File: config.mk
export PLATFORM = sky130hd
export DESIGN_NAME = axi_4_lite_master
export DESIGN_NICKNAME = d
export VERILOG_FILES = /design/src/rtl/axi_4_lite_master.sv
export SDC_FILE = /design/constraint.sdc
export NUM_CORES = 1
export LEC_CHECK = 0
export CORE_UTILIZATION = 44
export DETAILED_ROUTE_END_ITERATION = 8
export PLACE_DENSITY_LB_ADDON = 0.1
export SYNTH_ARGS = -nofsm -noshare
export SYNTH_HDL_FRONTEND = slang
export SYNTH_SLANG_ARGS = --single-unit
File: constraint.sdc
create_clock -name AXI_aclk -period 9.1 [get_ports AXI_aclk]
set_clock_uncertainty 0.1 [all_clocks]
set_input_delay 2.73 -clock AXI_aclk [delete_from_list [all_inputs] [get_ports AXI_aclk]]
set_output_delay 2.73 -clock AXI_aclk [all_outputs]
set_load 0.01 [all_outputs]
File: src/rtl/axi_4_lite_master.sv
// Single-outstanding AXI4-Lite master.
// Converts one write or read command at a time into AXI4-Lite bus traffic.
module axi_4_lite_master #(
   parameter int AXI_Dwidth    = 32,
   parameter int AXI_Addrwidth = 4
) (
   input  logic                      AXI_aclk,
   input  logic                      AXI_areset,
   input  logic                      cmd_valid,
   output logic                      cmd_ready,
   input  logic                      cmd_write,
   input  logic [AXI_Addrwidth-1:0]  cmd_addr,
   input  logic [AXI_Dwidth-1:0]     cmd_wdata,
   input  logic [AXI_Dwidth/8-1:0]   cmd_wstrb,
   output logic                      rsp_valid,
   input  logic                      rsp_ready,
   output logic                      rsp_write,
   output logic [AXI_Dwidth-1:0]     rsp_rdata,
   output logic [1:0]                rsp_resp,
   output logic [7:0]                err_cnt,
   output logic [AXI_Addrwidth-1:0]  AXI_awaddr,
   output logic                      AXI_awvalid,
   input  logic                      AXI_awready,
   output logic [AXI_Dwidth-1:0]     AXI_wdata,
   output logic [AXI_Dwidth/8-1:0]   AXI_wstrb,
   output logic                      AXI_wvalid,
   input  logic                      AXI_wready,
   input  logic [1:0]                AXI_bresp,
   input  logic                      AXI_bvalid,
   output logic                      AXI_bready,
   output logic [AXI_Addrwidth-1:0]  AXI_areadaddr,
   output logic [2:0]                AXI_arprotect,
   output logic                      AXI_arvalid,
   input  logic                      AXI_arready,
   input  logic [AXI_Dwidth-1:0]     AXI_rdata,
   input  logic [1:0]                AXI_rresp,
   input  logic                      AXI_rvalid,
   output logic                      AXI_rready
);

   typedef enum logic [2:0] {
      IDLE,
      WADDR_DATA,
      WRESP,
      RADDR,
      RDATA,
      RSP
   } state_t;

   state_t state;
   logic   aw_done;
   logic   w_done;
   logic   aw_hs;
   logic   w_hs;
   logic   aw_fin;
   logic   w_fin;

   assign AXI_arprotect = 3'b000;

   // Write-channel handshakes and accumulated completion flags
   always_comb begin
      aw_hs  = AXI_awvalid & AXI_awready;
      w_hs   = AXI_wvalid & AXI_wready;
      aw_fin = aw_done | aw_hs;
      w_fin  = w_done | w_hs;
   end

   // Transaction FSM with all outputs registered
   always_ff @(posedge AXI_aclk or posedge AXI_areset) begin
      if (AXI_areset) begin
         state         <= IDLE;
         aw_done       <= 1'b0;
         w_done        <= 1'b0;
         cmd_ready     <= 1'b0;
         rsp_valid     <= 1'b0;
         rsp_write     <= 1'b0;
         rsp_rdata     <= '0;
         rsp_resp      <= 2'b00;
         err_cnt       <= 8'd0;
         AXI_awaddr    <= '0;
         AXI_awvalid   <= 1'b0;
         AXI_wdata     <= '0;
         AXI_wstrb     <= '0;
         AXI_wvalid    <= 1'b0;
         AXI_bready    <= 1'b0;
         AXI_areadaddr <= '0;
         AXI_arvalid   <= 1'b0;
         AXI_rready    <= 1'b0;
      end else begin
         case (state)
            IDLE: begin
               cmd_ready <= 1'b1;
               if (cmd_valid && cmd_ready) begin
                  cmd_ready <= 1'b0;
                  if (cmd_write) begin
                     AXI_awaddr  <= cmd_addr;
                     AXI_wdata   <= cmd_wdata;
                     AXI_wstrb   <= cmd_wstrb;
                     AXI_awvalid <= 1'b1;
                     AXI_wvalid  <= 1'b1;
                     aw_done     <= 1'b0;
                     w_done      <= 1'b0;
                     state       <= WADDR_DATA;
                  end else begin
                     AXI_areadaddr <= cmd_addr;
                     AXI_arvalid   <= 1'b1;
                     state         <= RADDR;
                  end
               end
            end
            WADDR_DATA: begin
               if (aw_hs) AXI_awvalid <= 1'b0;
               if (w_hs)  AXI_wvalid  <= 1'b0;
               aw_done <= aw_fin;
               w_done  <= w_fin;
               if (aw_fin && w_fin) begin
                  AXI_bready <= 1'b1;
                  state      <= WRESP;
               end
            end
            WRESP: begin
               if (AXI_bvalid) begin
                  AXI_bready <= 1'b0;
                  rsp_resp   <= AXI_bresp;
                  rsp_write  <= 1'b1;
                  rsp_rdata  <= '0;
                  rsp_valid  <= 1'b1;
                  if (AXI_bresp != 2'b00 && err_cnt != 8'hFF)
                     err_cnt <= err_cnt + 8'd1;
                  state <= RSP;
               end
            end
            RADDR: begin
               if (AXI_arready) begin
                  AXI_arvalid <= 1'b0;
                  AXI_rready  <= 1'b1;
                  state       <= RDATA;
               end
            end
            RDATA: begin
               if (AXI_rvalid) begin
                  AXI_rready <= 1'b0;
                  rsp_resp   <= AXI_rresp;
                  rsp_write  <= 1'b0;
                  rsp_rdata  <= AXI_rdata;
                  rsp_valid  <= 1'b1;
                  if (AXI_rresp != 2'b00 && err_cnt != 8'hFF)
                     err_cnt <= err_cnt + 8'd1;
                  state <= RSP;
               end
            end
            RSP: begin
               if (rsp_ready) begin
                  rsp_valid <= 1'b0;
                  cmd_ready <= 1'b1;
                  state     <= IDLE;
               end
            end
            default: state <= IDLE;
         endcase
      end
   end

endmodule

Word level (Yosys, flattened, before mapping):

Cells that the tools add are included.

* latch bits: 0
* memory bits (read-only): 0
* memories: 0
* bits in registers: 99
* output and inout port bits: 97
* RAM bits: 0
* bits of input ports: 86
* word-level logic and storage cells: 116

* divide/modulo/power cells: 0
* reduce and logical (&&, ||, !) cells: 27
* shift operators: 0
* muxes and demuxes: 47
* add/sub/neg operators: 1
* $lt $le $gt $ge: 0
* multipliers: 0
* equality and inequality tests: 18
* bitwise logic cells: 5

Operator list (count)
* 2-to-1 mux 32 bit: 2
* one-hot mux 32 bit (2 select lines): 1
* 2-to-1 mux 8 bit: 4
* inequality test 2 bit, second input constant: 12
* 2-to-1 mux 1 bit: 18
* 2-to-1 mux 3 bit: 6
* one-hot mux 1 bit (2 select lines): 9
* one-hot mux 3 bit (6 select lines): 1
* AND reduction 3 bit: 6
* one-hot mux 8 bit (2 select lines): 1
* AND reduction 4 bit: 4
* nonzero test 2 bit: 8
* adder 8 x 1 -> 8 bit, second input constant: 1
* inequality test 8 bit, second input constant: 1
* equality test 3 x 2 -> 1 bit, second input constant: 2
* equality test 3 bit, second input constant: 2
* 2-to-1 mux 2 bit: 3
* AND reduction 6 bit: 1
* AND reduction 5 bit: 1
* logical AND 1 bit: 4
* one-hot mux 2 bit (2 select lines): 1
* equality test 3 x 1 -> 1 bit, second input constant: 1
* zero test 3 bit: 1
* one-hot mux 1 bit (3 select lines): 1
* 5 further kinds: 7

Logic depth before layout (Yosys ltp):

* word-level depth: 5
* gate-level depth with buffers: 7
* mapped depth without buffers: 6

Worst setup path after synthesis:

OpenSTA, ideal clock, no wires.

* path type: input -> register
* start: input port AXI_rvalid
* end: register err_cnt[6]
* stages on the path: 6
* slack: 5.028 ns
* setup time: 0.126 ns
* path buffers: 1
* data arrival time: 3.846 ns
* data required time: 8.874 ns
* cells stage by stage: and4bb_1 -> buf_2 -> a21oi_1 -> a221o_1 -> or3_1 -> xnor2_1

* word-level cells in the longest chain between the ends: 2

RTL lines
* start: declaration: line 37 `input logic AXI_rvalid,`
* inequality test 2 bit (no line)
* AND reduction 5 bit (no line)
* end signal: assignment: line 129 `err_cnt <= err_cnt + 8'd1;`
* end signal: assignment: line 148 `err_cnt <= err_cnt + 8'd1;`
* end: declaration: line 20 `output logic [7:0] err_cnt,`

No other way between the ends.
A chain may end at the register's enable or synchronous reset.

Final worst setup path:

* start: input port AXI_rvalid
* end: register err_cnt[3]

The elaborated chain is that of the path after synthesis.

==> results.toml <==
[outcome]
status = "finished, final reports clean"

[setup_path]
cp_slowest_cell = "and4bb_1"
cp.required_ns = 9.24
path_max_fanout = 37
r2r_slack_ns = 6.12
worstSetupPathDepth = 7
crit_type = "primary input to register"
slowest_delay_ns = 1.01
end_kind = "register"
reg2reg_to = "err_cnt[3]"
crit_family = "simple AND/OR/NAND/NOR gates"
cp_num_buf_inv = 2
path_cells = "clkdlybuf4s50_1 > and4bb_1 > a21oi_2 > buf_4 > a221oi_2 > nand4_1 > xnor2_1"
start_kind = "primary input"
cp.arrival_ns = 5.28
timing.rr.start = "state[0]"
rr_worst_depth = 6

[sta]
hold_ws_ns = 0.388
hold_viol_final = 0
grt_setup_unrepaired = "no"
max_slew_margin_pct = 21.2
tightest_slew_ns = 1.18
drv_slew = 0
finalSetupTns_ns = 0
timing.fmax_mhz = 194
min_period_over_period_pct = 56.5
fin_crit_ns = 5.14
setup_viol = 0

[clock_tree]
cts.clk_slew.worst_paths_ns = 0.09
clk_latency_ns = 0.35
cts_hold_buf = 0
cts_made_buffers = 9
cts_sinks = 99
post-cts-setup-buffers = 0
tritoncts = "yes"
cts_root_buffer = "clkbuf_8"
cts.repair.resized = 0
cts_buffer_depth = 2
htree_levels = 3

[floorplan]
die_w_um = 97.0
die_h_um = 97.0
dieArea_mm2 = 0.00941
rows = 34
start_util_pct = 45.5
coreArea_mm2 = 0.00872
io_pins = 183

[global_routing]
grt_pass1_vias = 3075
grt_max_degree = 58
track_usage_pct = 20.4
gr-total-overflow = 0
antenna_found_initial = 0
grt_pass1_wl_um = 15400

[logic_synthesis]
syn_inst = 300
synth_edf_count = 0
synth_xor_area_share_pct = 1.54
syn_area_per_cell_um2 = 13.2
yosys.area_share.adder_pct = 0.315
synth.distinct_cells = 37
synth_compound_area_share_pct = 13.0
muxShareOfSynthArea_pct = 13.8
synth_top_family_by_area = "multiplexers"
ys_warn_count = 0
synth_flop_cell = "dfrtp_1"
synth_area_mm2 = 0.00397
synthArstFlopShare_pct = 100
ys_seq_elements = 99
yosysSeqAreaShare_pct = 62.4
synth_simple_gate_area_share_pct = 5.83

[detailed_routing]
drcViolationCount = 0
vias = 3067
wl_per_cell_um = 15.8
drt_iter0_drc = 95
avgViaCountPerCell = 5.23
drtPass1Iterations = 4
ant_nets = 0
drt-total-wl_um = 9280

[hold_path]
worstHoldPathType = "register to register"
min_from = "rsp_resp[0]"
whs_path_depth = 2
min_to = "rsp_resp[0]"

[final_layout]
syn_to_final_growth_pct = 51.7
diodes = 0
drive_gt1_share_pct = 13.8
nets = 561
instances_no_fill = 586

[pwr]
leakagePower_uw = 0.00262
worst_ir_drop_vdd_mv = 0.148
power.density_mw_per_mm2 = 315
total_power_uw = 1900

[placed_design]
routabilityCongestion = 0.779
dp_cells = 571
dpl.hpwl_um = 6510
io_buffer_count = 179

[job]
timing.max_cap.violations = 0
[sequential cells by signal (all words and copies together) (netlist names), 2 cells and up]
register,count
AXI_areadaddr,4
AXI_awaddr,4
AXI_wdata,32
AXI_wstrb,4
err_cnt,8
rsp_rdata,32
rsp_resp,2
state,3
[cells in the mapped netlist, types with 3 or more instances]
cell type / number / area (µm²)
buf_2: 9 / 45.0
nand2_1: 19 / 71.3
nand3_1: 5 / 25.0
nor2b_1: 4 / 25.0
xnor2_1: 5 / 43.8
nor3_1: 4 / 20.0
mux2i_1: 3 / 30.0
mux2_2: 46 / 518
o21ai_0: 11 / 55.1
inv_1: 6 / 22.5
a22o_1: 32 / 280
buf_4: 3 / 22.5
nor2_1: 9 / 33.8
nand4_1: 3 / 18.8
dfrtp_1: 99 / 2480
a21oi_1: 9 / 45.0
clkbuf_1: 6 / 22.5
[cell usage in the layout, fill, tap and decap left out, types with 4 or more instances in the layout]
cell	count
a21oi_1	8
a22o_1	32
clkbuf_8	9
clkdlybuf4s50_1	179
dfrtp_1	99
inv_1	5
mux2_2	46
nand2_1	19
nand3_1	4
nor2_1	9
nor2b_1	4
nor3_1	4
o21ai_0	11
xnor2_1	5
[report_power, final]
group / internal (µW) / switching [µW] / leakage, µW
sequential: 631 / 138 / 0.00123
combinational: 526 / 325 / 0.00130
clock: 128 / 150 / 0.0000894
total: 1290 / 613 / 0.00262
[cell type report]
type | count | area (µm²)
clock inverters | 5 | 62.6
clock buffers | 10 | 128
inverters | 6 | 25.0
repair buffers | 181 | 1810
flip-flops and latches | 99 | 2480
multi-input cells | 177 | 1390
well taps | 108 | 135
fillers | 661 | 2700
[per-layer routing]
layer	vias to the layer above	global-route usage [%]	part of all wire (%)	wire, µm
met1	1510	26.1	42	3900
met4	0	7.00	1.5	142
li1	1423	-	-	-
met2	121	31.5	47	4380
met5	-	0	0	0
met3	13	8.16	9.2	855
[worst register-to-register path, stage by stage (launching register included)]
cell      delay, ns
dfrtp_1        0.62
and4bb_1       1.18
a21oi_2        0.04
buf_4          0.30
a221oi_2       0.34
nand4_1        0.16
xnor2_1        0.14
[how the worst max path moves through the flow]
stage | startpoint | endpoint
CTS | AXI_rvalid | err_cnt[3]
detailed placement | AXI_rvalid | err_cnt[3]
floorplan | AXI_areset | AXI_areadaddr[0]
global route | AXI_rvalid | err_cnt[4]
global placement | AXI_rvalid | err_cnt[3]
finish | AXI_rvalid | err_cnt[3]
[cells by family (layout without fill, tap and decap cells)]
kind of cell | Yosys count | after routing
flops | 99 | 99
compound gates | 68 | 68
mux | 49 | 49
other cells | 1 | 3
simple gates | 49 | 49
xor+xnor | 7 | 7
buf+inv | 26 | 202
fa+ha+maj | 1 | 1
[per-stage QoR]
step                area [µm²]  utilization (%)  setup WS [ns]
finish                    6020             69.1           3.96
global placement          5830             66.9           3.66
CTS                       6020             69.1           3.94
floorplan                 3980                -           3.68
global route              6020             69.1           3.76
detailed placement        5830             66.9           3.58
Power figures use the tool's default switching activity.
